`config.mk`:
```
export PLATFORM = sky130hd
export DESIGN_NAME = demux8_tdm_rx_flat
export DESIGN_NICKNAME = d
export VERILOG_FILES = /design/src/rtl/demux8_tdm_rx_if.sv /design/src/rtl/demux8_tdm_rx.sv /design/src/flat_wrapper.sv
export SDC_FILE = /design/constraint.sdc
export NUM_CORES = 1
export LEC_CHECK = 0
export ABC_AREA = 1
export BUFFER_PORTS_ARGS = -buffer_cell sky130_fd_sc_hd__buf_4
export CAP_MARGIN = 10
export CORE_AREA = 2 2 57 86
export DETAILED_ROUTE_END_ITERATION = 12
export DIE_AREA = 0 0 59 88
export PLACE_DENSITY = 0.37
export REMOVE_ABC_BUFFERS = 1
export SLEW_MARGIN = 40
export SYNTH_ARGS = -nofsm -noshare
export SYNTH_HDL_FRONTEND = slang
export SYNTH_SLANG_ARGS = --single-unit
```
`constraint.sdc`:
```
create_clock -name clk -period 3.6 [get_ports clk]
set_input_delay 0.54 -clock clk [delete_from_list [all_inputs] [get_ports clk]]
set_output_delay 0.54 -clock clk [all_outputs]
set_load 0.02 [all_outputs]
```
`src/rtl/demux8_tdm_rx_if.sv`:
```
// Serial TDM receive bus: transmit side drives the serial beat, receiver
// returns the recovered word, slot position and status pulses.
interface demux8_tdm_rx_if;
  logic       din;
  logic       din_valid;
  logic       frame_sync;
  logic [7:0] y;
  logic [2:0] slot;
  logic       locked;
  logic       frame_done;
  logic       sync_err;

  modport master (
    output din, din_valid, frame_sync,
    input  y, slot, locked, frame_done, sync_err
  );

  modport slave (
    input  din, din_valid, frame_sync,
    output y, slot, locked, frame_done, sync_err
  );
endinterface

```
`src/rtl/demux8_tdm_rx.sv`:
```
// 8-slot TDM receiver: collects one serial bit per valid beat into a shadow
// register, publishes the word after slot 7 and tracks frame alignment.
module demux8_tdm_rx #(
  parameter bit SYNC_CHECK = 1'b1
) (
  input  logic             clk,
  input  logic             rst,
  demux8_tdm_rx_if.slave   bus
);

  typedef enum logic [0:0] {HUNT, LOCK} state_t;

  state_t     state;
  logic [6:0] shadow;

  always_ff @(posedge clk or posedge rst) begin
    if (rst) begin
      state          <= HUNT;
      shadow         <= '0;
      bus.y          <= '0;
      bus.slot       <= '0;
      bus.locked     <= 1'b0;
      bus.frame_done <= 1'b0;
      bus.sync_err   <= 1'b0;
    end else begin
      bus.frame_done <= 1'b0;
      bus.sync_err   <= 1'b0;
      if (bus.din_valid) begin
        unique case (state)
          HUNT: begin
            if (bus.frame_sync) begin
              shadow[0]  <= bus.din;
              bus.slot   <= 3'd1;
              bus.locked <= 1'b1;
              state      <= LOCK;
            end
          end
          LOCK: begin
            if (bus.frame_sync) begin
              // A marker anywhere but slot 0 restarts the frame on this beat.
              if (bus.slot != 3'd0) bus.sync_err <= 1'b1;
              shadow[0] <= bus.din;
              bus.slot  <= 3'd1;
            end else if (bus.slot == 3'd0) begin
              if (SYNC_CHECK) begin
                bus.sync_err <= 1'b1;
                bus.locked   <= 1'b0;
                bus.slot     <= 3'd0;
                state        <= HUNT;
              end else begin
                shadow[0] <= bus.din;
                bus.slot  <= 3'd1;
              end
            end else if (bus.slot == 3'd7) begin
              bus.y          <= {bus.din, shadow};
              bus.frame_done <= 1'b1;
              bus.slot       <= 3'd0;
            end else begin
              shadow[bus.slot] <= bus.din;
              bus.slot         <= bus.slot + 3'd1;
            end
          end
          default: state <= HUNT;
        endcase
      end
    end
  end

endmodule

```
`src/flat_wrapper.sv`:
```
// flat-port wrapper written by rule: the top's interface ports become plain ports
module demux8_tdm_rx_flat 
#(
  parameter bit SYNC_CHECK = 1'b1
)
  (clk, rst, bus_din, bus_din_valid, bus_frame_sync, bus_y, bus_slot, bus_locked, bus_frame_done, bus_sync_err);
  demux8_tdm_rx_if bus_i ();
  input  logic clk;
  input  logic rst;
  input wire logic [$bits(bus_i.din)-1:0] bus_din;
  input wire logic [$bits(bus_i.din_valid)-1:0] bus_din_valid;
  input wire logic [$bits(bus_i.frame_sync)-1:0] bus_frame_sync;
  output wire logic [$bits(bus_i.y)-1:0] bus_y;
  output wire logic [$bits(bus_i.slot)-1:0] bus_slot;
  output wire logic [$bits(bus_i.locked)-1:0] bus_locked;
  output wire logic [$bits(bus_i.frame_done)-1:0] bus_frame_done;
  output wire logic [$bits(bus_i.sync_err)-1:0] bus_sync_err;
  assign bus_i.din = bus_din;
  assign bus_i.din_valid = bus_din_valid;
  assign bus_i.frame_sync = bus_frame_sync;
  assign bus_y = bus_i.y;
  assign bus_slot = bus_i.slot;
  assign bus_locked = bus_i.locked;
  assign bus_frame_done = bus_i.frame_done;
  assign bus_sync_err = bus_i.sync_err;
  demux8_tdm_rx #(.SYNC_CHECK(SYNC_CHECK)) u_core (.clk(clk), .rst(rst), .bus(bus_i));
endmodule
```
==> impl_metrics.toml <==
[critical_path]
cp-start-kind = "register"
cp_data_arrival_time_ns = 1.96
crit_slowest_cell = "dfrtp_1"
r2r_end = "u_core.bus.y[0]"
reg2reg_from = "u_core.bus.slot[0]"
critical_path.cell_chain = "inv_1 -> ha_1 -> nand2_4 -> ha_1 -> nand2_1 -> nor2_4 -> nor2_1 -> a21oi_1"
critPathMaxStageDelay_ns = 0.47
worst_setup_path_end_kind = "register"
worstPathRequired_ns = 3.78
cp_max_fo = 10
worstSetupPathType = "reg2reg"
cp_top_family = "simple AND/OR/NAND/NOR gates"
r2r_slack_ns = 1.82
ff2ff_path_depth = 8
path_buf_inv = 1
cp_common_cell = "ha_1"

[floorplanning]
die_x_um = 59
core_sq_um = 4430
ios = 19
die_area_sq_um = 5190
rows = 30
die_h_um = 88
initial_utilization_pct = 23.6

[synth]
synth.avg_cell_area_sq_um = 8.56
synth_compound_area_share_pct = 10.3
synth_seq_cells = 22
yosysWarnings = 0
synthAdderAreaFrac_pct = 5.99
synth_area_sq_um = 1040
synth_xor_area_share_pct = 0
yosys.area_share.simple_pct = 25.6
synth_top_family_by_area = "simple AND/OR/NAND/NOR gates"
synth_cell_types = 17
synth_mux_area_share_pct = 0
yosysSeqAreaShare_pct = 52.7
netlist_instances = 122

[global_routing]
grt_pass1_wl_mm = 3.86
grt_max_degree = 23
grt_use_total_pct = 9.75
grt-ovfl-total = 0
antenna_found_initial = 0
grt_pass1_vias = 865

[cts]
cts-root-buf = "clkbuf_8"
cts_made_buffers = 3
cts_htree_levels = 1
clkSinkCount = 22
post_cts_buffers = 0
cts_buffer_depth = 2
cts_resized = 0
clk_latency_ns = 0.25
clk_pin_slew_ns = 0.08
cts_tree = "done"
cts_hold_buf = 0

[timing]
report.final.hold_viol_count = 0
clock.fmax_mhz = 563
post-route-min-period_ns = 1.78
worst_pin_slew_ns = 0.495
layout_setup_ws_ns = 1.82
drv_slew = 0
setup_violations = 0
maxSlewHeadroom_pct = 67.0
fin_tns_setup_ns = 0
fin_crit_sh_pct = 49.4
hold-worst-slack_ns = 0.308
rsz0062_at_grt = "false"
skew_ns = 0.00254

[layout]
fin_cells = 190
area_growth_syn_to_layout_pct = 21.9
post-route-util_pct = 28.8
layout.nets = 154
mostFrequentLayoutCell = "nand2_1"
design_area_sq_um = 1270
insertedDiodeCount = 0
final_cell_mix = "nand2_1 (39), dfrtp_1 (22), buf_4 (18)"
fillers = 498
layout-drive-gt1-share_pct = 19.7

[power_and_ir_drop]
p_leak_nw = 0.673
finalPower_mw = 0.849
p_per_area_nw_per_um2 = 666
ir_drop_v = 0.000294

[routing]
viasPerCell = 4.41
drtIter0Drc = 26
drcViolationCount = 0
drt_pass1_iterations = 4
wire_per_inst_um = 11.9
dr_total_vias = 837
drt-total-wl_mm = 2.26
ant_nets = 0

[placement]
dp_slack_ns = 1.81
gp_congestion = 0.854
port_buffers = 18
dp.cells = 187
place_hpwl_mm = 1.74
place_area_sq_um = 1230

[hold_path]
min_path_type = "in2async"

[job]
drv_cap = 0

[outcome]
status = "finished, final reports clean"
state kept, by name, indices dropped and copies added (netlist names):
name	count
u_core.bus.frame_done	1
u_core.bus.locked	1
u_core.bus.slot	3
u_core.bus.sync_err	1
u_core.bus.y	8
u_core.shadow	7
u_core.state	1
Yosys cell counts:
master | n | area, sq um
o21ai_1 | 6 | 30.0
nand2_1 | 39 | 146
a21oi_1 | 2 | 10.0
nor3_1 | 2 | 10.0
ha_1 | 5 | 62.6
inv_1 | 12 | 45.0
nor2_1 | 12 | 45.0
nor2_4 | 2 | 22.5
nand2_2 | 1 | 6.26
dfrtp_1 | 22 | 551
nand3_1 | 3 | 15.0
inv_2 | 1 | 3.75
nand2_4 | 2 | 22.5
buf_4 | 1 | 7.51
o22ai_1 | 2 | 12.5
o211ai_1 | 2 | 15.0
o21ai_0 | 8 | 40.0
worst max-delay path by stage:
stage | start | to | slack [ns] | depth (start not counted)
floorplan | u_core.bus.slot[0] | u_core.bus.y[0] | 1.90 | 8
global placement | u_core.bus.slot[0] | u_core.bus.y[7] | 1.91 | 8
detailed placement | u_core.bus.slot[0] | u_core.bus.y[7] | 1.81 | 8
CTS | u_core.bus.slot[0] | u_core.bus.y[7] | 1.79 | 8
global route | u_core.bus.slot[0] | u_core.bus.y[7] | 1.59 | 8
finish | u_core.bus.slot[0] | u_core.bus.y[0] | 1.82 | 8
layout make-up:
| cell class | instances | area, sq um | share of cell area (%) |
|---|---|---|---|
| clock buffers | 3 | 41.3 | 3.24 |
| repair buffers | 18 | 135 | 10.6 |
| well taps | 48 | 60.1 | 4.72 |
| flip-flops and latches | 22 | 551 | 43.2 |
| multi-input cells | 86 | 438 | 34.4 |
| inverters | 13 | 48.8 | 3.83 |
logic make-up after synthesis:
logic type,count (synthesis)
AND/OR/NAND/NOR,61
flip-flops,22
AO/OA/AOI/OAI,20
buffers and inverters,14
adder cells (fa/ha/maj),5
power by group:
| part | total (mW) | switching (mW) | internal (mW) |
|---|---|---|---|
| Combinational | 0.337 | 0.209 | 0.128 |
| Clock | 0.149 | 0.0745 | 0.0745 |
| Sequential | 0.363 | 0.0537 | 0.309 |
worst reg2reg max path, cell delays in order, from the launching register on:
cell     delay [ns]
dfrtp_1        0.47
inv_1          0.14
ha_1           0.26
nand2_4        0.11
ha_1           0.15
nand2_1        0.16
nor2_4         0.24
nor2_1         0.06
a21oi_1        0.11
layer usage:
metal	share of wire (%)	GRT usage [%]	up-vias	wire, um
met5	0	0	-	0
met1	45	12.0	382	1000
met3	3.0	1.92	4	68
met4	1.5	4.96	0	33
li1	-	-	432	-
met2	51	16.0	19	1150
(Power assumes the default switching activity.)
